<file path="src/rtl/rename_map_table.sv">
// Single-issue register rename stage: speculative and retirement RATs, one free-list pop per renamed rd.
// Optional free-list stall counter enabled by defining RENAME_STATS_EN.
module rename_map_table #(
  parameter int ARCH_ADDR_WIDTH = 5,
  parameter int PHYS_ADDR_WIDTH = 6
) (
  input  logic                       clk,
  input  logic                       reset,
  input  logic                       in_valid,
  output logic                       in_ready,
  input  logic [ARCH_ADDR_WIDTH-1:0] in_rs1,
  input  logic [ARCH_ADDR_WIDTH-1:0] in_rs2,
  input  logic [ARCH_ADDR_WIDTH-1:0] in_rd,
  input  logic                       in_rd_wr,
  output logic                       fl_rd_en,
  input  logic [PHYS_ADDR_WIDTH-1:0] fl_rd_data,
  input  logic                       fl_empty,
  output logic                       out_valid,
  input  logic                       out_ready,
  output logic [PHYS_ADDR_WIDTH-1:0] out_prs1,
  output logic [PHYS_ADDR_WIDTH-1:0] out_prs2,
  output logic [PHYS_ADDR_WIDTH-1:0] out_prd,
  output logic [PHYS_ADDR_WIDTH-1:0] out_old_prd,
  output logic                       out_rd_wr,
  input  logic                       commit_en,
  input  logic [ARCH_ADDR_WIDTH-1:0] commit_rd,
  input  logic [PHYS_ADDR_WIDTH-1:0] commit_prd,
  input  logic                       flush,
  output logic [31:0]                stall_cycles
);

  localparam int ARCH_REGS = 1 << ARCH_ADDR_WIDTH;

  logic [PHYS_ADDR_WIDTH-1:0] spec_rat [ARCH_REGS];
  logic [PHYS_ADDR_WIDTH-1:0] ret_rat  [ARCH_REGS];

  logic need_alloc;
  logic fire;
  logic commit_live;

  assign need_alloc  = in_rd_wr && (in_rd != '0);
  assign in_ready    = !flush && (!out_valid || out_ready) && (!need_alloc || !fl_empty);
  assign fire        = in_valid && in_ready;
  assign fl_rd_en    = fire && need_alloc;
  assign commit_live = commit_en && (commit_rd != '0);

  // Retirement RAT: x0 commits are dropped so entry 0 stays p0 forever.
  always_ff @(posedge clk or posedge reset) begin
    if (reset) begin
      for (int i = 0; i < ARCH_REGS; i++) ret_rat[i] <= PHYS_ADDR_WIDTH'(i);
    end else if (commit_live) begin
      ret_rat[commit_rd] <= commit_prd;
    end
  end

  // Speculative RAT: flush recovery copies ret_rat with the same-cycle commit bypassed in.
  always_ff @(posedge clk or posedge reset) begin
    if (reset) begin
      for (int i = 0; i < ARCH_REGS; i++) spec_rat[i] <= PHYS_ADDR_WIDTH'(i);
    end else if (flush) begin
      for (int i = 0; i < ARCH_REGS; i++)
        spec_rat[i] <= (commit_live && (commit_rd == ARCH_ADDR_WIDTH'(i))) ? commit_prd : ret_rat[i];
    end else if (fl_rd_en) begin
      spec_rat[in_rd] <= fl_rd_data;
    end
  end

  // Sources read the RAT before this instruction's own rd update lands.
  always_ff @(posedge clk or posedge reset) begin
    if (reset) begin
      out_valid   <= 1'b0;
      out_prs1    <= '0;
      out_prs2    <= '0;
      out_prd     <= '0;
      out_old_prd <= '0;
      out_rd_wr   <= 1'b0;
    end else if (flush) begin
      out_valid <= 1'b0;
    end else if (fire) begin
      out_valid   <= 1'b1;
      out_prs1    <= spec_rat[in_rs1];
      out_prs2    <= spec_rat[in_rs2];
      out_prd     <= need_alloc ? fl_rd_data : '0;
      out_old_prd <= need_alloc ? spec_rat[in_rd] : '0;
      out_rd_wr   <= need_alloc;
    end else if (out_ready) begin
      out_valid <= 1'b0;
    end
  end

`ifdef RENAME_STATS_EN
  always_ff @(posedge clk or posedge reset) begin
    if (reset) begin
      stall_cycles <= '0;
    end else if (in_valid && need_alloc && fl_empty && !flush) begin
      stall_cycles <= stall_cycles + 32'd1;
    end
  end
`else
  assign stall_cycles = '0;
`endif

endmodule

</file>
<file path="config.mk">
export PLATFORM = sky130hd
export DESIGN_NAME = rename_map_table
export DESIGN_NICKNAME = d
export VERILOG_FILES = /design/src/rtl/rename_map_table.sv
export SDC_FILE = /design/constraint.sdc
export NUM_CORES = 1
export LEC_CHECK = 0
export CAP_MARGIN = 15
export CELL_PAD_IN_SITES_DETAIL_PLACEMENT = 2
export CELL_PAD_IN_SITES_GLOBAL_PLACEMENT = 2
export CORE_UTILIZATION = 35
export CTS_BUF_LIST = sky130_fd_sc_hd__clkbuf_16
export DETAILED_ROUTE_END_ITERATION = 6
export PLACE_DENSITY = 0.78
export SETUP_SLACK_MARGIN = 0.2
export SLEW_MARGIN = 20
export SYNTH_ARGS = -nofsm -noshare
export SYNTH_HDL_FRONTEND = slang
export SYNTH_SLANG_ARGS = --single-unit
</file>
<file path="constraint.sdc">
create_clock -name clk -period 15.3 [get_ports clk]
set_clock_uncertainty 0.2 [all_clocks]
set_input_delay 3.06 -clock clk [delete_from_list [all_inputs] [get_ports clk]]
set_output_delay 3.06 -clock clk [all_outputs]
set_load 0.03 [all_outputs]
</file>
# Yosys cells after proc, flatten, opt, wreduce, memory -nomap -nowiden
# Cells that the tools add are included.
[totals] latchBits=0 memories=0 mem_bits_rw=0 mem_bits_ro=0 wordCells=218 out_inout_bits=60 reg_bits=410
[op_classes] n_mux=54 n_eq_ne=31 addsub=0 magnitude_cmp=6 reduce_logical=52 mul=0 div=0 n_shift=0 n_bitwise=5
[op_table] cell="192-bit bitwise mux" n=2
[op_table] cell="192-bit two-way mux" n=2
[op_table] cell="6-bit two-way mux" n=42
[op_table] cell="6-bit binary-select mux with 5-bit select" n=3
[op_table] cell="5-bit == test, second input constant" n=16
[op_table] cell="6-bit demux with 5-bit select" n=2
[op_table] cell="5-bit by 4-bit == test with 1-bit output, second input constant" n=8
[op_table] cell="1-bit logical AND" n=40
[op_table] cell="6-bit greater-or-equal comparator, second input constant" n=4
[op_table] cell="5-bit inverter with 6-bit output" n=4
[op_table] cell="5-bit by 3-bit == test with 1-bit output, second input constant" n=4
[op_table] cell="6-bit by 1-bit < comparator with 1-bit output, second input constant" n=2
[op_table] cell="5-bit by 2-bit == test with 1-bit output, second input constant" n=2
[op_table] cell="5-bit nonzero test" n=2
[op_table] cell="5-bit by 1-bit == test with 1-bit output, second input constant" n=1
[op_table] cell="5-bit logical NOT" n=1
[op_table] cell="1-bit logical NOT" n=4
[op_table] cell="1-bit two-way mux" n=3
[op_table] cell="3-bit nonzero test" n=1
[op_table] cell="1-bit logical OR" n=2
[op_table] cell="2-bit AND reduction" n=1
[op_table] cell="2-bit nonzero test" n=1
[op_table] cell="1-bit inverter" n=1

# Depth between registers and ports, before layout
[logic_depth] depth_word=9 ltp_mapped=9 ltp_nobuf=5

# Worst setup path after synthesis
# OpenSTA, ideal clock, no wires.
[synth_timing] path_kind="input -> output" startpoint="in out_ready" endpoint="out fl_rd_en" t_arrival_ns=4.436 slack_ns=7.604 stages=5 path_buffers=2 cell_sequence="nor2b_4 -> buf_6 -> or2_2 -> a211oi_1 -> clkbuf_1"
[synth_via] elab_chain_len=5
[synth_lines] item="start, declared" line_no="19" source="input logic out_ready,"
[synth_lines] item="1-bit logical OR" line_no="42" source="assign in_ready = !flush && (!out_valid || out_ready) && (!need_alloc || !fl_empty);"
[synth_lines] item="1-bit logical AND (2 in a row)" line_no="42"
[synth_lines] item="1-bit logical AND" line_no="43" source="assign fire = in_valid && in_ready;"
[synth_lines] item="1-bit logical AND" line_no="44" source="assign fl_rd_en = fire && need_alloc;"
[synth_lines] item="end, declared" line_no="15" source="output logic fl_rd_en,"
# Every way passes these cells.

# Worst setup path in the final report
[layout_timing] startpoint="in in_rd[2]" endpoint="out fl_rd_en"
[layout_via] elab_chain_len=7
[layout_lines] item="start, declared" line_no="13" source="input logic [ARCH_ADDR_WIDTH-1:0] in_rd,"
[layout_lines] item="5-bit nonzero test (*)" line_no="41" source="assign need_alloc = in_rd_wr && (in_rd != '0);"
[layout_lines] item="1-bit logical AND (*)" line_no="41"
[layout_lines] item="1-bit logical NOT" line_no="42"
[layout_lines] item="1-bit logical OR" line_no="42"
[layout_lines] item="1-bit logical AND" line_no="42"
[layout_lines] item="1-bit logical AND" line_no="43"
[layout_lines] item="1-bit logical AND (*)" line_no="44"
# Every way passes the cells marked *; elsewhere a longest branch is shown, timed or not.

==> key figures <==
Run status
  • Status: finished clean

Drt
  • DR WL/cell: 30.9 µm
  • DRT iter0 DRCs: ~1400
  • Pre-antenna DRT Iters: 5
  • WL final: slightly above 80 mm
  • Vias: around 16000
  • Via density: 6.02
  • Final ANT Viol Nets: 0
  • DRC: 0

Run
  • Max cap viols: 0

Clocking
  • Number of CTS-inserted buffers: 47
  • Post-CTS Setup Bufs: 0
  • H-tree Lvls: 2
  • Hold buffers post-CTS: 0
  • Clk buf depth: 3
  • Clock slew at reported path FFs: 60 ps
  • Clk sinks: just over 400
  • Clk_lat worst skew: approximately 600 ps
  • Resize count post-CTS: 0
  • CTS tree: yes
  • Root Buffer: clkbuf_16

Synthesis
  • Cell type with the highest aggregate area in the netlist: dfrtp_1
  • Main synth FF type: dfrtp_1
  • Netlist cell types: 60
  • Seq cells post-synth: 410
  • Number of synthesized flops with an enable pin: 0
  • Async S/R FF share, synth: 1.00
  • Synthesized area: approximately 23000 µm²
  • Register area share after synthesis: 0.459
  • Syn Inst Count: ~1700
  • Avg Cell Area, Syn: ~13 µm²
  • Top cell type's share of synthesized area: 0.274
  • Top cells by area, synth: dfrtp_1 27%, dfstp_2 18%, mux2_2 17%, mux4_2 12%, mux2i_1 7.1%
  • Count of yosys warnings during synthesis: 0

GRT
  • Gr ovfl total: 0
  • Largest net degree at the start of global routing: 136
  • First-pass GRT wire length: around 120 mm
  • Number of antenna violations at the first check in global routing: 5
  • Vias in the first global route: between 15000 and 20000
  • Total Routing Usage GR: 0.247

Critical path
  • WS Path Type: in2out
  • Crit Path Max Fanout: 18
  • Setup crit start kind: primary input
  • Critical path arrival: 5830 ps
  • Worst setup EP type: output port
  • Critical path required time: 12040 ps

Cells and area
  • Leading cell type in the layout, fill and taps excluded: mux2_2
  • Fillers: around 6400
  • Final nets: ~1800
  • Antenna cells: 0
  • Share of cells above drive strength 1: 0.428
  • Area grow syn2layout: 11.5%
  • Most frequent cells in the layout: 348 x mux2_2, 250 x dfrtp_1, 162 x mux2i_1

Floorplan
  • Placement row count: just over 90
  • IO Pins: 100
  • Initial Utilization: 0.354
  • Die height: 257 µm
  • Die area: approximately 66000 µm²
  • Horiz. Die Dim: about 260 µm
  • Core Region: approximately 64000 µm²

Power and ir drop
  • Worst ir drop on vdd: slightly below 0.08 mV
  • Pwr Total: 0.00341 W
  • Leakage: ~11 nW
  • Pwr Density: between 100 and 150 nW/µm²

Placed design
  • RD Place Congestion: 0.936
  • # port buffers: 67
  • DP HPWL: about 53 mm

Timing
  • Final hold vios: 0
  • Slew Limit Fails: 0
  • Unrepaired setup endpoints after global routing: false
  • Setup violators final: 0
  • Least-Margin Pin Slew: about 1200 ps
  • Fmax: between 100 and 150 MHz
  • Setup TNS: 0 ps
  • Max_slew headroom: 0.232
  • Final worst path period share: 0.594
  • Minimum clock period: between 9000 and 10000 ps

Worst hold path
  • Worst min path class: reg2reg
-- logic make-up (layout without fill, tap and decap cells) --
family / Yosys count / after routing / share of synthesized area
compound gates: 205 / 205 / 0.0582
buf+inv: 181 / 188 / 0.0416
flops: 410 / 410 / 0.459
mux: 656 / 656 / 0.374
other cells: 1 / 32 / 0.000164
simple gates: 288 / 288 / 0.0668
-- critical path, stage by stage --
cell and delay (ps):
clkdlybuf4s50_1 960, nor2_1 240, a211oi_4 750, clkdlybuf4s50_1 810
-- state kept, by name, summed over array words and instances (netlist names) --
name	flops
ret_rat	192
spec_rat	192
out_old_prd	6
out_prd	6
out_prs1	6
out_prs2	6
out_rd_wr	1
out_valid	1
-- final timing paths --
path	cells after the start	end	slack (ps)	from
max reg2reg	5	spec_rat[61]$_DFFE_PP0P_	12450	out_valid$_DFFE_PP0P_
min	0	ret_rat[189]$_DFFE_PP0P_	180	ret_rat[189]$_DFFE_PP0P_
min in group asynchronous	2	ret_rat[128]$_DFFE_PP0P_	2890	reset
max in group asynchronous	4	ret_rat[102]$_DFFE_PP0P_	9700	reset
min reg2reg	0	ret_rat[189]$_DFFE_PP0P_	180	ret_rat[189]$_DFFE_PP0P_
max	4	fl_rd_en	6210	in_rd[2]
-- synthesized netlist by cell type (8+ instances only) --
cell and n:
buf_2 24, nand3_1 17, nor3_1 10, dfstp_2 160
a211oi_1 17, a221o_1 10, nor2_1 37, nand2b_1 10
a31oi_1 12, mux4_2 120, a211o_1 11, o21ai_0 95
nand2_4 8, buf_4 43, o21ai_1 9, o22ai_1 11
nand2_2 8, buf_6 9, mux2_1 26, clkbuf_1 93
mux2i_1 162, nor2b_1 11, nand3b_1 9, mux2_2 348
a221oi_1 10, and2_1 12, dfrtp_1 250, nand2_1 132
-- through the flow --
stage	area, µm²	std cells	hold WS, ps	setup slack, ps	util
2_1_floorplan	22900	1772	224	897	-
3_3_place_gp	24000	2548	160	6130	0.372
3_5_place_dp	24000	2548	166	6010	0.372
4_1_cts	25400	2634	181	6010	0.394
5_1_grt	25400	2634	190	6130	0.394
6_report	25400	2634	179	6210	0.394
-- report_power, final --
group / switching [W] / internal, W / leakage [nW]
Combinational: 0.000396 / 0.000384 / 5.44
Sequential: 0.000194 / 0.00136 / 4.88
Clock: 0.000478 / 0.000605 / 0.744
-- layer usage --
metal	global-route usage	routed length, µm	vias up
met5	0	29	-
met4	0.0863	2740	6
met3	0.0423	5060	160
met2	0.407	39600	587
met1	0.327	34000	8680
li1	-	-	6427
-- area by class of cell --
| class | instances | area (µm²) | area share |
|---|---|---|---|
| multi-input cells | 1181 | 11500 | 0.453 |
| clock buffers | 50 | 1250 | 0.0492 |
| flip-flops and latches | 410 | 10500 | 0.412 |
| inverters | 4 | 22.5 | 0.000886 |
| repair buffers | 98 | 893 | 0.0352 |
| well taps | 855 | 1070 | 0.0421 |
| clock inverters | 36 | 193 | 0.00758 |
Note: power is estimated with default switching activity, not from simulation.
